### src/rtl/out_link_stage_rr_pkg.sv
// noc_out_pkg: shared constants and helpers for the router output link stage.
//
// Contents:
//   DEFAULT_DATA_W  - default packet width in bits
//   src_w(n)        - width of an index into n items, never less than 1 bit
//   entry_w(d, n)   - width of a packed staging entry {src, data}
//
// Each user builds its own stage_entry_t struct from src_w() and DATA_W,
// because a package cannot hold a parameterised typedef.
package noc_out_pkg;

    localparam int DEFAULT_DATA_W = 64;

    function automatic int src_w(input int n);
        return (n <= 2) ? 1 : $clog2(n);
    endfunction

    function automatic int entry_w(input int data_w, input int num_src);
        return data_w + src_w(num_src);
    endfunction

endpackage

### src/rtl/out_link_stage_rr_if.sv
// out_link_stage_rr_if: handshake bundle between the upstream output FIFOs,
// the link stage and the downstream link.
//
// Signals:
//   empty      per-source FIFO empty flag (FIFO -> stage)
//   in_packet  per-source FIFO head data, source i at [i*DATA_W +: DATA_W]
//   read_en    per-source pop strobe, at most one bit high (stage -> FIFO)
//   ro         downstream ready (link -> stage)
//   so         packet sent this cycle (stage -> link)
//   out_packet head-of-buffer packet
//   out_src    source index of the head packet
//   occupancy  number of staged entries
//
// Handshake: upstream pops happen on every edge where read_en[i]=1 (the FIFO
// is first-word-fall-through, so in_packet is already valid when empty=0).
// Downstream transfers happen on every edge where so=1; so already includes
// ro, so the link just consumes whenever so is high.
//
// Modports: slave = the stage, master = whatever drives the stage.
interface out_link_stage_rr_if
    import noc_out_pkg::*;
#(
    parameter int DATA_W      = DEFAULT_DATA_W,
    parameter int NUM_SRC     = 2,
    parameter int STAGE_DEPTH = 2
) ();

    localparam int SRC_W = src_w(NUM_SRC);
    localparam int OCC_W = $clog2(STAGE_DEPTH + 1);

    logic [NUM_SRC-1:0]        empty;
    logic [NUM_SRC*DATA_W-1:0] in_packet;
    logic [NUM_SRC-1:0]        read_en;
    logic                      ro;
    logic                      so;
    logic [DATA_W-1:0]         out_packet;
    logic [SRC_W-1:0]          out_src;
    logic [OCC_W-1:0]          occupancy;

    modport slave (
        input  empty, in_packet, ro,
        output read_en, so, out_packet, out_src, occupancy
    );

    modport master (
        output empty, in_packet, ro,
        input  read_en, so, out_packet, out_src, occupancy
    );

endinterface

### src/rtl/out_link_stage_rr_arbiter.sv
// rr_arbiter: round-robin arbiter over N requesters.
//
// Ports:
//   clk, reset  clock and synchronous active-high reset (pointer -> 0)
//   req         request vector
//   advance     a grant was consumed this cycle; move the pointer past it
//   grant       one-hot grant (all zero when no request)
//   grant_idx   index of the granted requester
//
// The search starts at the pointer and wraps modulo N. After a consumed
// grant g the pointer becomes (g+1) mod N; it holds when nothing is consumed.
module rr_arbiter
    import noc_out_pkg::*;
#(
    parameter int N = 2
) (
    input  logic                  clk,
    input  logic                  reset,
    input  logic [N-1:0]          req,
    input  logic                  advance,
    output logic [N-1:0]          grant,
    output logic [src_w(N)-1:0]   grant_idx
);

    localparam int IW = src_w(N);

    logic [IW-1:0] ptr;
    logic [IW-1:0] cand;
    logic          found;

    // Candidates are visited in priority order; the inner loop compares
    // against constant indices so no variable bit-select is needed.
    always_comb begin
        grant     = '0;
        grant_idx = '0;
        found     = 1'b0;
        cand      = '0;
        for (int i = 0; i < N; i++) begin
            cand = IW'((int'(ptr) + i) % N);
            for (int j = 0; j < N; j++) begin
                if (!found && (cand == IW'(j)) && req[j]) begin
                    found     = 1'b1;
                    grant[j]  = 1'b1;
                    grant_idx = cand;
                end
            end
        end
    end

    always_ff @(posedge clk) begin
        if (reset) begin
            ptr <= '0;
        end else if (advance) begin
            ptr <= (grant_idx == IW'(N - 1)) ? '0 : grant_idx + 1'b1;
        end
    end

endmodule

### src/rtl/out_link_stage_rr.sv
// out_link_stage_rr: router output link stage. Drains NUM_SRC FWFT output
// FIFOs through a round-robin arbiter into a STAGE_DEPTH-entry circular
// staging buffer and presents the head entry to the downstream link.
//
// Ports:
//   clk        rising-edge clock
//   reset      synchronous active-high reset; discards staged packets
//   link       out_link_stage_rr_if.slave (empty/in_packet/read_en upstream,
//              ro/so/out_packet/out_src/occupancy downstream)
//   sent_cnt   (OUT_LINK_STATS_EN only) packets sent, wraps at 2^32
//   stall_cnt  (OUT_LINK_STATS_EN only) cycles holding data with ro=0
//
// Optional macro: OUT_LINK_STATS_EN adds the two statistics counters.
//
// Parameters must match those of the connected interface instance.
// STAGE_DEPTH=1 with NUM_SRC=1 gives one packet every two cycles (no pop
// while the single entry is occupied); STAGE_DEPTH>=2 sustains one per cycle.
module out_link_stage_rr
    import noc_out_pkg::*;
#(
    parameter int DATA_W      = DEFAULT_DATA_W,
    parameter int NUM_SRC     = 2,
    parameter int STAGE_DEPTH = 2
) (
    input  logic                   clk,
    input  logic                   reset,
    out_link_stage_rr_if.slave     link
`ifdef OUT_LINK_STATS_EN
    ,
    output logic [31:0]            sent_cnt,
    output logic [31:0]            stall_cnt
`endif
);

    localparam int SRC_W = src_w(NUM_SRC);
    localparam int PTR_W = src_w(STAGE_DEPTH);
    localparam int OCC_W = $clog2(STAGE_DEPTH + 1);

    typedef struct packed {
        logic [SRC_W-1:0]  src;
        logic [DATA_W-1:0] data;
    } stage_entry_t;

    stage_entry_t      mem [STAGE_DEPTH];
    stage_entry_t      head_entry;
    logic [PTR_W-1:0]  head;
    logic [PTR_W-1:0]  tail;
    logic [OCC_W-1:0]  count;

    logic              space;
    logic              push;
    logic              pop;
    logic [NUM_SRC-1:0] req;
    logic [NUM_SRC-1:0] grant;
    logic [SRC_W-1:0]  grant_idx;
    logic [DATA_W-1:0] sel_data;

    function automatic logic [PTR_W-1:0] next_ptr(input logic [PTR_W-1:0] p);
        return (p == PTR_W'(STAGE_DEPTH - 1)) ? '0 : p + 1'b1;
    endfunction

    // No pass-through when full: space looks only at the registered count,
    // so a same-cycle send does not open a slot for a pop.
    assign space = (count < OCC_W'(STAGE_DEPTH));
    assign req   = ~link.empty;

    rr_arbiter #(.N(NUM_SRC)) u_arb (
        .clk       (clk),
        .reset     (reset),
        .req       (req),
        .advance   (push),
        .grant     (grant),
        .grant_idx (grant_idx)
    );

    assign link.read_en = (space && !reset) ? grant : '0;
    assign push         = |link.read_en;
    assign pop          = (count != '0) && link.ro && !reset;
    assign link.so      = pop;

    // Head and source muxes use constant-index compares so odd depths and
    // single-entry configurations need no special casing.
    always_comb begin
        sel_data = '0;
        for (int s = 0; s < NUM_SRC; s++) begin
            if (grant_idx == SRC_W'(s)) begin
                sel_data = link.in_packet[s*DATA_W +: DATA_W];
            end
        end
        head_entry = mem[0];
        for (int i = 0; i < STAGE_DEPTH; i++) begin
            if (head == PTR_W'(i)) begin
                head_entry = mem[i];
            end
        end
    end

    // Outputs read zero while reset is held, even before the first reset edge.
    assign link.out_packet = reset ? '0 : head_entry.data;
    assign link.out_src    = reset ? '0 : head_entry.src;
    assign link.occupancy  = reset ? '0 : count;

    always_ff @(posedge clk) begin
        if (reset) begin
            head  <= '0;
            tail  <= '0;
            count <= '0;
            for (int i = 0; i < STAGE_DEPTH; i++) begin
                mem[i] <= '0;
            end
        end else begin
            for (int i = 0; i < STAGE_DEPTH; i++) begin
                if (push && (tail == PTR_W'(i))) begin
                    mem[i] <= '{src: grant_idx, data: sel_data};
                end
            end
            if (push) tail <= next_ptr(tail);
            if (pop)  head <= next_ptr(head);
            case ({push, pop})
                2'b10:   count <= count + 1'b1;
                2'b01:   count <= count - 1'b1;
                default: count <= count;
            endcase
        end
    end

`ifdef OUT_LINK_STATS_EN
    always_ff @(posedge clk) begin
        if (reset) begin
            sent_cnt  <= '0;
            stall_cnt <= '0;
        end else begin
            if (pop) sent_cnt <= sent_cnt + 32'd1;
            if ((count != '0) && !link.ro) stall_cnt <= stall_cnt + 32'd1;
        end
    end
`endif

endmodule

### src/flat_wrapper.sv
// flat-port wrapper written by rule: the top's interface ports become plain ports
module out_link_stage_rr_flat import noc_out_pkg::*;
#(
    parameter int DATA_W      = DEFAULT_DATA_W,
    parameter int NUM_SRC     = 2,
    parameter int STAGE_DEPTH = 2
)
  (clk, reset, link_empty, link_in_packet, link_ro, link_read_en, link_so, link_out_packet, link_out_src, link_occupancy);
  out_link_stage_rr_if #(.DATA_W(DATA_W), .NUM_SRC(NUM_SRC), .STAGE_DEPTH(STAGE_DEPTH)) link_i ();
  input  logic clk;
  input  logic reset;
  input wire logic [$bits(link_i.empty)-1:0] link_empty;
  input wire logic [$bits(link_i.in_packet)-1:0] link_in_packet;
  input wire logic [$bits(link_i.ro)-1:0] link_ro;
  output wire logic [$bits(link_i.read_en)-1:0] link_read_en;
  output wire logic [$bits(link_i.so)-1:0] link_so;
  output wire logic [$bits(link_i.out_packet)-1:0] link_out_packet;
  output wire logic [$bits(link_i.out_src)-1:0] link_out_src;
  output wire logic [$bits(link_i.occupancy)-1:0] link_occupancy;
  assign link_i.empty = link_empty;
  assign link_i.in_packet = link_in_packet;
  assign link_i.ro = link_ro;
  assign link_read_en = link_i.read_en;
  assign link_so = link_i.so;
  assign link_out_packet = link_i.out_packet;
  assign link_out_src = link_i.out_src;
  assign link_occupancy = link_i.occupancy;
  out_link_stage_rr #(.DATA_W(DATA_W), .NUM_SRC(NUM_SRC), .STAGE_DEPTH(STAGE_DEPTH)) u_core (.clk(clk), .reset(reset), .link(link_i));
endmodule
### config.mk
export PLATFORM = sky130hd
export DESIGN_NAME = out_link_stage_rr_flat
export DESIGN_NICKNAME = d
export VERILOG_FILES = /design/src/rtl/out_link_stage_rr_pkg.sv /design/src/rtl/out_link_stage_rr_if.sv /design/src/rtl/out_link_stage_rr_arbiter.sv /design/src/rtl/out_link_stage_rr.sv /design/src/flat_wrapper.sv
export SDC_FILE = /design/constraint.sdc
export NUM_CORES = 1
export LEC_CHECK = 0
export CAP_MARGIN = 0
export CELL_PAD_IN_SITES_DETAIL_PLACEMENT = 1
export CELL_PAD_IN_SITES_GLOBAL_PLACEMENT = 2
export CORE_MARGIN = 10
export CORE_UTILIZATION = 30
export CTS_BUF_LIST = sky130_fd_sc_hd__clkbuf_2
export DETAILED_ROUTE_END_ITERATION = 7
export PLACE_DENSITY_LB_ADDON = 0.1
export REMOVE_ABC_BUFFERS = 1
export SYNTH_ARGS = -nofsm -noshare
export SYNTH_HDL_FRONTEND = slang
export SYNTH_SLANG_ARGS = --single-unit
### constraint.sdc
create_clock -name clk -period 6.37 [get_ports clk]
set_input_delay 1.5925 -clock clk [delete_from_list [all_inputs] [get_ports clk]]
set_output_delay 1.5925 -clock clk [all_outputs]
set_load 0.02 [all_outputs]
==> Word level (Yosys, flattened, before mapping) <==
Memories as Yosys holds them, arrays and structs flattened.
Cells that the tools add are included.
{ "totals": {"n_memories": 1, "mem_bits_rw": 130, "in_bits": 133, "register_bits": 5, "output_inout_bits": 70} }
{ "classes": {"n_eq_ne": 2, "muxes": 30, "add_sub_neg": 6, "bitwise": 6, "reduce_logical": 19, "n_lt_le_gt_ge": 1} }
{ "memory_table": {"columns": ["memory", "words", "width", "rd", "rd_clocked_by_memory_dff", "write_ports", "line", "text"], "rows": [
  ["u_core.mem", 2, 65, 2, 0, 2, "out_link_stage_rr.sv:44", "stage_entry_t mem [STAGE_DEPTH];"]
]} }
{ "op_table": {"columns": ["op", "count"], "rows": [
  ["$mux W65", 3],
  ["$mux W64", 2],
  ["$mux W1", 22],
  ["$logic_and A1 B1 Y1", 12],
  ["$add A1 B1 Y1 const B", 4],
  ["$logic_not A1 Y1", 4],
  ["$mux W2", 2],
  ["$pmux W2 S2", 1],
  ["$reduce_bool A2 Y1", 2],
  ["$not A1 Y1", 3],
  ["$add A2 B1 Y2 const B", 1],
  ["$eq A2 B1 Y1 const B", 1],
  ["$eq A2 B2 Y1 const B", 1],
  ["$lt A2 B2 Y1 const B", 1],
  ["$not A2 Y2", 1],
  ["$or A1 B1 Y1", 2],
  ["$reduce_or A2 Y1", 1],
  ["$sub A2 B1 Y2 const B", 1]
]} }

==> Logic depth before layout (Yosys ltp) <==
{ "logic_depth": {"ltp_word": 22, "mapped_depth": 8} }

==> By module <==
Synthesis repeated with hierarchy kept, for this count alone.
{ "hier_totals": {"hier_cells": 456, "area_unflattened_um2": 6222.2} }
{ "by_module_without_submodules": {"columns": ["module", "seq_area_each_um2", "n_inst", "cells_per_inst", "area_each_um2"], "rows": [
  ["out_link_stage_rr", 3983.8, 1, 449, 6147.1],
  ["rr_arbiter", 20.0, 1, 7, 75.1]
]} }

==> Worst setup path after synthesis <==
OpenSTA, ideal clock, no wires.
{ "synth_path": {"kind": "input port to flip-flop", "from": "input reset", "to": "memory u_core.mem[0][0] in the netlist's numbering (enable)", "setup_slack_ps": 681, "stages": 4, "n_path_buf": 2, "arrival_time_ps": 5188, "path_cell_list": "clkbuf_1 a211o_1 buf_6 o21bai_1"} }
{ "synth_rtl": {"columns": ["element", "line", "text"], "rows": [
  ["start, declared", "flat_wrapper.sv:11", "input logic reset;"],
  ["end, declared", "out_link_stage_rr.sv:44", null]
]} }

==> Worst setup path after layout <==
{ "layout_path": {"from": "input reset", "to": "output link_out_packet[52]"} }
{ "layout_via": {"elab_chain_len": 1} }
{ "layout_rtl": {"columns": ["element", "line", "text"], "rows": [
  ["$mux W64", "out_link_stage_rr.sv:99", "assign link.out_packet = reset ? '0 : head_entry.data;"],
  ["end, declared", "flat_wrapper.sv:17", "output wire logic [$bits(link_i.out_packet)-1:0] link_out_packet;"]
]} }
No other way between the ends.

==> results.tsv <==
stage	metric	value	unit
yosys	ys_types	25	
setup_path	r2r_start	u_core.count[1]	
global_route	gr-usage-met3	5.74	%
clock_tree	clk_pin_slew_worst_paths	200	ps
routing	initialDrtViolationCount	157	
timing	slew_violations	0	
setup_path	cp.arrival	3510	ps
final_layout	final_common_cell	clkdlybuf4s50_1	
floorplan	core	20200	um^2
final_layout	drive_gt1_share	9.08	%
routing	drt_wl_total	17.9	mm
yosys	ys_seq_area_share	64.8	%
timing	fin_skew	30.8	ps
timing	relSlewSlack	21.6	%
setup_path	cp-start-kind	primary input	
setup_path	reg2reg_depth	3	
placed_design	gp_congestion	0.719	
routing	avgViaCountPerCell	4.50	
yosys	syn_inst	524	
floorplan	dieArea	26700	um^2
clock_tree	post_cts_buffers	0	
outcome	outcome	finished, final reports clean	
yosys	synth_edf_count	130	
timing	period_minus_slack	5110	ps
floorplan	die_w	164	um
global_route	grt_use_met2	22.6	%
timing	timing.final.crit_share	80.2	%
routing	first_pass_iters	4	
worst_hold_path	hp-class	reg2reg	
timing	rsz0062_at_grt	false	
global_route	track_usage	13.1	%
timing	hold_violations	0	
run	maxCapViolations	0	
placed_design	dpl.hpwl	12.7	mm
power_and_ir_drop	ir_drop	0.0984	mV
global_route	overflow	0	
global_route	busiest_layer	met2	
setup_path	crit_path_cell_trace	buf_2 -> buf_4 -> nor2_1 -> clkdlybuf4s50_1	
setup_path	path_class	in2out	
timing	fmax	196	MHz
yosys	synth_ff_type	edfxtp_1	
setup_path	cp-end-kind	primary output	
clock_tree	cts_buffer_depth	2	
power_and_ir_drop	leakagePower	3.11	nW
global_route	grt_pass1_wl	27.4	mm
yosys	async_flop_share	0	%
setup_path	reg2reg_setup_slack	3850	ps
floorplan	row_count	52	
yosys	synth_seq_cells	135	
clock_tree	cts_tree	yes	
clock_tree	cts_resized	0	
floorplan	die_h	164	um
placed_design	place_ws	1190	ps
power_and_ir_drop	powerDensity	276	nW/um^2
clock_tree	cts_sinks	135	
routing	ant_nets	0	
clock_tree	cts_hold_buf	0	
clock_tree	htreeDepth	4	
floorplan	initial_utilization	30.6	%
global_route	grt_use_met1	14.4	%
timing	setup_ws	1260	ps
final_layout	fill_cells	2193	
clock_tree	clock_latency	670	ps
global_route	antenna_found_initial	2	
timing	setup_viol	0	
final_layout	final_cell_mix	clkdlybuf4s50_1, edfxtp_1, nand2_1, nor2_1, mux2i_1	
floorplan	ios	203	
timing	setup_tns	0	ps
clock_tree	root_buffer	clkbuf_2	
yosys	yosysWarnings	0	
setup_path	required	4780	ps
final_layout	multi_input_area	1990	um^2
routing	num_vias	4496	
yosys	synth_area	6180	um^2
routing	post_drt_wl_per_cell	17.9	um
routing	drc	0	
setup_path	critPathLaunch	reset	
timing	worst_pin_slew	1180	ps
setup_path	crit_slowest_cell	buf_2	
final_layout	final_nets	848	
setup_path	cp-endpoint	link_out_packet[52]	
global_route	grt_max_degree	66	
setup_path	max_stage_delay	860	ps
placed_design	portBuffers	202	
setup_path	crit-reg2reg-capture	u_core.mem[0][26]	
final_layout	seqCellArea	4010	um^2
setup_path	cp_max_fo	60	
final_layout	area_delta_synth_final	41.1	%
global_route	grt_pass1_vias	5061	
clock_tree	cts_buffers	17	
yosys	syn_area_per_cell	11.8	um^2
synthesized netlist by cell type, types with 3 or more instances:
master	count	area (um^2)
nor2_1	69	259
buf_4	6	45.0
a21oi_1	45	225
edfxtp_1	130	3900
a21oi_2	20	175
o21ai_0	3	15.0
buf_2	20	100
clkbuf_1	9	33.8
buf_6	4	45.0
mux2i_1	65	651
dfxtp_1	5	100
nand2_1	129	484
critical path: cells and delay by family:
family / cells / cell delay, ps
buffers and inverters: 3 / 1810
AND/OR/NAND/NOR: 1 / 90
routing by layer:
metal	vias up	share of wire, %
met3	14	8.6
li1	2212	-
met4	0	1.0
met1	2140	40
met5	-	0
met2	130	50
stage by stage:
step                      instance area [um^2]  total power, W  utilization (%)  instances  hold WS [ps]
after global placement                    8420         0.00182             41.6        965           541
final                                     8720         0.00241             43.1       1000           579
after floorplan                           5960         0.00153                -        485           487
after detailed placement                  8420         0.00184             41.6        965           555
after CTS                                 8710         0.00246             43.1        997           582
after global routing                      8720         0.00255             43.1        999           636
registers in the layout, summed over array words and instances, names as in the netlist:
signal / flops
u_core.mem: 130
u_core.tail: 1
u_core.u_arb.ptr: 1
u_core.count: 2
u_core.head: 1
kinds of logic after synthesis:
kind of cell | count (synthesis) | share of synthesized area [%]
and+or+nand+nor | 204 | 12.6
DFF | 135 | 64.8
AOI/OAI and AO/OA | 74 | 7.59
muxes | 65 | 10.5
buffers and inverters | 41 | 3.74
xor gates and xnor gates | 4 | 0.567
adders and majority gates | 1 | 0.202
area by class of cell:
type                    count  area share, %
well taps                 270           3.87
diodes                      3         0.0861
clock inverters            12           2.28
flip-flops and latches    135           45.9
clock buffers              20           1.15
inverters                   2         0.0861
repair buffers            210           23.8
multi-input cells         348           22.8
worst min-delay path by stage:
stage	end	cells after the start	from
finish	u_core.u_arb.ptr	2	u_core.u_arb.ptr
global route	u_core.u_arb.ptr	2	u_core.u_arb.ptr
CTS	u_core.u_arb.ptr	2	u_core.u_arb.ptr
detailed placement	u_core.u_arb.ptr	2	u_core.u_arb.ptr
global placement	u_core.u_arb.ptr	2	u_core.u_arb.ptr
floorplan	u_core.u_arb.ptr	2	u_core.u_arb.ptr
power by group:
group	total, W	internal [W]	switching, W
Sequential	0.00118	0.00111	0.0000720
Clock	0.000612	0.000302	0.000310
Combinational	0.000614	0.000294	0.000320
Power figures use the tool's default switching activity.
